<file path="config.mk">
export PLATFORM = sky130hd
export DESIGN_NAME = vga_pixel_fetch_flat
export DESIGN_NICKNAME = d
export VERILOG_FILES = /design/src/rtl/vga_pixel_fetch_if.sv /design/src/rtl/vga_pixel_fetch.sv /design/src/flat_wrapper.sv
export SDC_FILE = /design/constraint.sdc
export NUM_CORES = 1
export LEC_CHECK = 0
export CORE_MARGIN = 1
export CORE_UTILIZATION = 60
export DETAILED_ROUTE_END_ITERATION = 12
export PLACE_DENSITY = 0.83
export SYNTH_ARGS = -nofsm -noshare
export SYNTH_HDL_FRONTEND = slang
export SYNTH_SLANG_ARGS = --single-unit
</file>
<file path="constraint.sdc">
create_clock -name clk -period 4.3 [get_ports clk]
set_clock_uncertainty 0.2 [all_clocks]
set_input_delay 0.86 -clock clk [delete_from_list [all_inputs] [get_ports clk]]
set_output_delay 0.86 -clock clk [all_outputs]
set_load 0.05 [all_outputs]
</file>
<file path="src/rtl/vga_pixel_fetch_if.sv">
// Bundle of the signals between the pixel fetch engine, the memory read port and the display.
// The slave side is the fetch engine; the master side is the memory/display environment.
interface vga_pixel_fetch_if;
  logic        enable;
  logic        frame_start;
  logic        pix_rd;
  logic [15:0] vga_data;
  logic [14:0] vga_addr;
  logic [7:0]  pixel;
  logic        pix_valid;
  logic        underrun;

  modport master (
    output enable, frame_start, pix_rd, vga_data,
    input  vga_addr, pixel, pix_valid, underrun
  );

  modport slave (
    input  enable, frame_start, pix_rd, vga_data,
    output vga_addr, pixel, pix_valid, underrun
  );
endinterface

</file>
<file path="src/rtl/vga_pixel_fetch.sv">
// Framebuffer read engine: streams one frame of 16-bit words into a small FIFO and
// hands them to the display as two rrr_ggg_bb pixels each, flagging any underrun.
module vga_pixel_fetch #(
  parameter int          H_PIX      = 320,
  parameter int          V_PIX      = 200,
  parameter logic [14:0] BASE_ADDR  = 15'h0,
  parameter int          FIFO_DEPTH = 8
) (
  input logic              clk,
  input logic              reset,
  vga_pixel_fetch_if.slave bus
);
  localparam int            FRAME_WORDS = H_PIX * V_PIX / 2;
  localparam int            PW          = $clog2(FIFO_DEPTH);
  localparam logic [14:0]   LAST_WORD   = 15'(FRAME_WORDS - 1);
  localparam logic [PW+1:0] DEPTH_C     = (PW+2)'(FIFO_DEPTH);

  typedef enum logic [1:0] {IDLE, FETCH, DONE} state_t;

  state_t        state_reg;
  logic [14:0]   addr_reg;
  logic [14:0]   cnt_reg;
  logic          inflight_reg;
  logic [15:0]   fifo_mem [FIFO_DEPTH];
  logic [PW-1:0] wr_ptr_reg;
  logic [PW-1:0] rd_ptr_reg;
  logic [PW:0]   count_reg;
  logic [15:0]   word_reg;
  logic          half_reg;
  logic          valid_reg;
  logic          underrun_reg;

  logic [PW+1:0] occupancy;
  logic          issue;
  logic          pop;
  logic          load;
  logic [PW-1:0] next_rd;

  // The unpack register mirrors the FIFO head; the word leaves the FIFO only once
  // its low half has been handed out, so the FIFO alone bounds the read-ahead.
  always_comb begin
    occupancy = {1'b0, count_reg} + {{(PW+1){1'b0}}, inflight_reg};
    issue     = (state_reg == FETCH) && bus.enable && (occupancy < DEPTH_C);
    pop       = valid_reg && half_reg && bus.pix_rd;
    load      = (!valid_reg && (count_reg != '0)) || (pop && (count_reg > (PW+1)'(1)));
    next_rd   = pop ? rd_ptr_reg + PW'(1) : rd_ptr_reg;
  end

  always_ff @(posedge clk) begin
    if (reset && !bus.frame_start && inflight_reg)
      fifo_mem[wr_ptr_reg] <= bus.vga_data;
  end

  always_ff @(posedge clk) begin
    if (!reset) begin
      state_reg    <= IDLE;
      addr_reg     <= BASE_ADDR;
      cnt_reg      <= '0;
      inflight_reg <= 1'b0;
      wr_ptr_reg   <= '0;
      rd_ptr_reg   <= '0;
      count_reg    <= '0;
      word_reg     <= '0;
      half_reg     <= 1'b0;
      valid_reg    <= 1'b0;
      underrun_reg <= 1'b0;
    end else if (bus.frame_start) begin
      // Restart the frame from any state; anything buffered or in flight is stale.
      state_reg    <= FETCH;
      addr_reg     <= BASE_ADDR;
      cnt_reg      <= '0;
      inflight_reg <= 1'b0;
      wr_ptr_reg   <= '0;
      rd_ptr_reg   <= '0;
      count_reg    <= '0;
      word_reg     <= '0;
      half_reg     <= 1'b0;
      valid_reg    <= 1'b0;
      underrun_reg <= 1'b0;
    end else begin
      inflight_reg <= issue;
      if (issue) begin
        addr_reg <= addr_reg + 15'd1;
        cnt_reg  <= cnt_reg + 15'd1;
        if (cnt_reg == LAST_WORD)
          state_reg <= DONE;
      end

      if (inflight_reg)
        wr_ptr_reg <= wr_ptr_reg + PW'(1);
      rd_ptr_reg <= next_rd;
      count_reg  <= count_reg + (PW+1)'(inflight_reg) - (PW+1)'(pop);

      if (load) begin
        word_reg  <= fifo_mem[next_rd];
        half_reg  <= 1'b0;
        valid_reg <= 1'b1;
      end else if (pop) begin
        valid_reg <= 1'b0;
      end else if (valid_reg && bus.pix_rd) begin
        half_reg <= 1'b1;
      end

      if (bus.pix_rd && !valid_reg)
        underrun_reg <= 1'b1;
    end
  end

  assign bus.vga_addr  = addr_reg;
  assign bus.pix_valid = valid_reg;
  assign bus.underrun  = underrun_reg;
  assign bus.pixel     = !valid_reg ? 8'h00 : (half_reg ? word_reg[7:0] : word_reg[15:8]);
endmodule
</file>
<file path="src/flat_wrapper.sv">
// flat-port wrapper written by rule: the top's interface ports become plain ports
module vga_pixel_fetch_flat 
#(
  parameter int          H_PIX      = 320,
  parameter int          V_PIX      = 200,
  parameter logic [14:0] BASE_ADDR  = 15'h0,
  parameter int          FIFO_DEPTH = 8
)
  (clk, reset, bus_enable, bus_frame_start, bus_pix_rd, bus_vga_data, bus_vga_addr, bus_pixel, bus_pix_valid, bus_underrun);
  vga_pixel_fetch_if bus_i ();
  input logic clk;
  input logic reset;
  input wire logic [$bits(bus_i.enable)-1:0] bus_enable;
  input wire logic [$bits(bus_i.frame_start)-1:0] bus_frame_start;
  input wire logic [$bits(bus_i.pix_rd)-1:0] bus_pix_rd;
  input wire logic [$bits(bus_i.vga_data)-1:0] bus_vga_data;
  output wire logic [$bits(bus_i.vga_addr)-1:0] bus_vga_addr;
  output wire logic [$bits(bus_i.pixel)-1:0] bus_pixel;
  output wire logic [$bits(bus_i.pix_valid)-1:0] bus_pix_valid;
  output wire logic [$bits(bus_i.underrun)-1:0] bus_underrun;
  assign bus_i.enable = bus_enable;
  assign bus_i.frame_start = bus_frame_start;
  assign bus_i.pix_rd = bus_pix_rd;
  assign bus_i.vga_data = bus_vga_data;
  assign bus_vga_addr = bus_i.vga_addr;
  assign bus_pixel = bus_i.pixel;
  assign bus_pix_valid = bus_i.pix_valid;
  assign bus_underrun = bus_i.underrun;
  vga_pixel_fetch #(.H_PIX(H_PIX), .V_PIX(V_PIX), .BASE_ADDR(BASE_ADDR), .FIFO_DEPTH(FIFO_DEPTH)) u_core (.clk(clk), .reset(reset), .bus(bus_i));
endmodule
</file>
==> flow_results.org <==
** Drt
- Final antenna-violating net count :: 0
- Dividing the detail-routed wire length by the instance count gives 20.9 um.
- Routed WL :: 18,800 um
- After detailed routing, the number of remaining DRC violations is 0.
- Vias/cell :: 6.55
- In this run, the number of DRC markers left after iteration 0 of detailed routing was 605.
- Number of iterations in the first detailed-routing pass :: 5
- Vias :: 5,899

** Pwr
- Power spread over the standard cell area amounts to 372 nW/um2.
- Worst ir drop on vdd :: 0.000308 V
- After layout, the design draws a total of 3.52 mW.
- Leakage Power :: 2.98 nW

** Yosys
- Netlist area before placement :: 8280 um2
- Post-synthesis net count :: 704
- Sequential fraction of the synthesis area :: 0.614
- For this run, the number of Yosys warnings is 0.
- Library cell occupying the most area in the post-synthesis netlist :: sky130_fd_sc_hd__edfxtp_1
- In the post-synthesis netlist, the biggest area contributors are sky130_fd_sc_hd__edfxtp_1 46%, sky130_fd_sc_hd__dfxtp_1 15%, sky130_fd_sc_hd__mux2i_1 4.4%.
- Gate count of the mapped netlist :: 672
- Avg Inst Size Synth :: 12.3 um2
- The share of synthesized area in the top cell type comes to 0.464.
- Number of distinct standard cells referenced by the synthesized netlist :: 58
- Number of enable-type register cells in the synthesized netlist :: 128
- Flip-flop cell with the highest count after synthesis :: sky130_fd_sc_hd__edfxtp_1
- Fraction of registers with async set/reset :: 0
- Post-synthesis register bit count :: 190

** Worst setup path
- The number of buffers and inverters on the critical path is 2.
- Crit path cell chain :: clkinv_1 -> nor2_1 -> clkdlybuf4s50_1
- In this design, the largest share of critical-path delay is due to buffers and inverters.
- Startpoint of the worst register-to-register path :: u_core.rd_ptr_reg[0]$_SDFF_PP0_
- Category of the most critical setup path :: reg -> out
- Crit-path slowest cell :: sky130_fd_sc_hd__clkdlybuf4s50_1
- In this run the worst path has a maximum fanout of 10.
- In this design, the stage delay of the slowest critical-path cell is 850 ps.
- Required time at the worst-slack endpoint :: 3240 ps
- Worst reg-to-reg setup slack :: 1230 ps
- STA classifies the critical path endpoint as an output pin.
- The worst register-to-register path ends at u_core.word_reg[10]$_SDFFE_PP0P_.
- Cell count of the worst reg-to-reg path :: 7
- At the worst endpoint, the arrival time is 2630 ps.
- The worst setup path is launched from a flop.

** GRT
- In the global route stage, overall resource usage came out at 0.278.
- First-pass GRT wire length :: 29,600 um
- The initial antenna violation count was 0.
- For this run the aggregate overflow at the end of global routing stands at 0.
- Via count of the first global-routing pass :: 5,789
- Entering global routing, the biggest net connects 50 pins.

** Placed design
- HPWL after detailed placement :: 11,300 um
- Routability Congestion :: 0.786
- Cell Count Post-Placement :: 869
- Port Buffers :: 45

** Floorplan
- Starting utilization of the core area :: 0.620
- I/O pin total :: 46
- Core footprint :: 13,300 um2
- Width of the chip :: 119 um
- Die area :: 14,300 um2
- In this run the vertical extent of the chip is 119 um.
- Std-Cell Rows :: 42

** STA
- Unrepaired setup endpoints after global routing :: false
- Endpoints failing setup :: 0
- Transition time at the pin with the least slew margin :: 909 ps
- Minimum clock period after layout :: 3690 ps
- Max Transition Viols Final :: 0
- Post-route clock period utilization :: 0.859
- Summed over all failing endpoints, the final setup total negative slack is 0 ps.
- Relative max-transition margin :: 0.394
- Total count of hold-check failures in the final report :: 0
- On the final layout, the worst hold slack is 268 ps.
- For this run, the top clock speed supported by timing is 271 MHz.

** CTS
- Clock-pin slew was measured on the worst setup and hold paths at 60 ps.
- Maximum level of the CTS H-tree :: 4
- The number of clock buffers added by TritonCTS is 17.
- CTS saw 190 sinks.
- Skew-Pair Late Insertion Delay :: 430 ps
- Clock Path Buffers :: 2
- Buffers inserted to repair hold after CTS numbered 0.
- TritonCTS clock tree :: yes
- Once the clock tree was built, the setup fixing pass inserted 0 buffers.
- Number of instances resized during post-cts repair :: 0
- The cell sitting at the root of the clock tree is a sky130_fd_sc_hd__clkbuf_16.

** Final layout
- Compared with the post-synthesis result, the final layout area differs by 14.4%.
- Share of post-route cells with drive strength above 1 :: 0.0979
- After the flow finishes, the layout carries non-filler instances totaling 901.
- Post-layout util :: 0.710
- Net count, final :: 744
- Most common cell after layout, fill and taps aside :: sky130_fd_sc_hd__edfxtp_1
- In the layout the commonest cells are 128 x sky130_fd_sc_hd__edfxtp_1, 72 x sky130_fd_sc_hd__nand2_1, 61 x sky130_fd_sc_hd__dfxtp_1, 45 x sky130_fd_sc_hd__nor2_1, 45 x sky130_fd_sc_hd__clkdlybuf4s50_1.
- The register with the most flip-flops in the layout has 128 of them.
- 0 antenna diodes ended up in the layout.

** Worst hold path
- In this run the most critical hold path is launched from u_core.state_reg[0]$_SDFFE_PN0P_.
- Number of instances on the worst hold path :: 2
- Worst hold path endpoint :: u_core.state_reg[0]$_SDFFE_PN0P_
- In this run the worst hold path is classified as reg -> reg.

** Run
- Count of max-cap constraint violations :: 0

** Run status
- Run status :: complete, no violations
routing by layer:
metal	routed length (um)	up-vias	track usage	share of wire
met5	0	-	0	0
met4	571	0	0.131	0.030
met3	1420	57	0.0738	0.075
met2	9550	281	0.467	0.51
met1	7260	2893	0.333	0.39
li1	-	2668	-	-
power by group:
group / switching [mW] / internal (mW) / leakage, nW
logic: 0.0415 / 0.0255 / 1.06
clock network: 0.621 / 0.879 / 0.271
registers: 0.00425 / 1.95 / 1.65
cell type report:
type	instances	area, um2
Sequential cell	190	5090
Multi-Input combinational cell	429	2980
Clock inverter	8	88.8
Timing Repair Buffer	63	586
Clock buffer	24	472
Inverter	11	41.3
Tap cell	176	220
Fill cell	899	3870
worst reg2reg max path, stage by stage, from the launching register on:
cell and delay, ps:
sky130_fd_sc_hd__dfxtp_2 800, sky130_fd_sc_hd__ha_1 260, sky130_fd_sc_hd__nand4_1 160, sky130_fd_sc_hd__xnor2_1 220
sky130_fd_sc_hd__nand3_1 400, sky130_fd_sc_hd__buf_4 340, sky130_fd_sc_hd__a2111oi_0 460, sky130_fd_sc_hd__a221o_1 180
synthesized netlist by cell type, types with 4 or more instances:
cell	n
sky130_fd_sc_hd__xor2_1	16
sky130_fd_sc_hd__a221o_1	16
sky130_fd_sc_hd__o21ai_1	7
sky130_fd_sc_hd__nor3_1	7
sky130_fd_sc_hd__o221ai_1	18
sky130_fd_sc_hd__nor2b_1	6
sky130_fd_sc_hd__dfxtp_1	62
sky130_fd_sc_hd__a31oi_1	7
sky130_fd_sc_hd__buf_2	21
sky130_fd_sc_hd__o22ai_1	22
sky130_fd_sc_hd__xnor2_1	5
sky130_fd_sc_hd__and3_1	4
sky130_fd_sc_hd__o211ai_1	6
sky130_fd_sc_hd__a21oi_1	18
sky130_fd_sc_hd__mux2i_1	36
sky130_fd_sc_hd__nand2_1	72
sky130_fd_sc_hd__a311oi_1	12
sky130_fd_sc_hd__nand3_1	16
sky130_fd_sc_hd__a221oi_1	9
sky130_fd_sc_hd__clkbuf_1	13
sky130_fd_sc_hd__o31ai_1	5
sky130_fd_sc_hd__or4_1	5
sky130_fd_sc_hd__inv_1	10
sky130_fd_sc_hd__mux2_2	8
sky130_fd_sc_hd__buf_4	4
sky130_fd_sc_hd__o2111ai_1	5
sky130_fd_sc_hd__edfxtp_1	128
sky130_fd_sc_hd__nor2_1	45
sky130_fd_sc_hd__o21a_1	14
sky130_fd_sc_hd__ha_1	10
sky130_fd_sc_hd__nand4_1	5
sky130_fd_sc_hd__or3_1	8
sky130_fd_sc_hd__o21ai_0	12
sky130_fd_sc_hd__and2_1	4
how the worst max path moves through the flow:
stage	to	cells past startpoint	slack [ps]	startpoint
final	bus_pixel[7]	3	610	u_core.bus.pix_valid$_SDFFE_PP0P_
after global routing	bus_pixel[7]	3	490	u_core.bus.pix_valid$_SDFFE_PP0P_
after CTS	bus_pixel[2]	3	570	u_core.bus.pix_valid$_SDFFE_PP0P_
after detailed placement	u_core.word_reg[10]$_SDFFE_PP0P_	7	770	bus_pix_rd
after global placement	u_core.word_reg[7]$_SDFFE_PP0P_	7	920	bus_pix_rd
after floorplan	u_core.fifo_mem[0][0]$_DFFE_PP_	3	820	bus_frame_start
logic make-up (layout without fill, tap and decap cells):
logic type               count (synthesis)  count (layout)  synth area share
flip-flops                             190             190             0.614
AND/OR/NAND/NOR                        186             186             0.105
AO/OA/AOI/OAI                          165             165             0.151
buffers and inverters                   53             106            0.0308
multiplexers                            45              45            0.0571
XOR/XNOR                                22              22            0.0242
adder cells (fa/ha/maj)                 11              11            0.0175
through the flow:
step,setup slack [ps],cell area [um2]
after floorplan,824,8280
after global placement,918,8910
after detailed placement,772,8910
after CTS,574,9480
after global routing,493,9480
final,608,9480
Power figures use the tool's default switching activity.
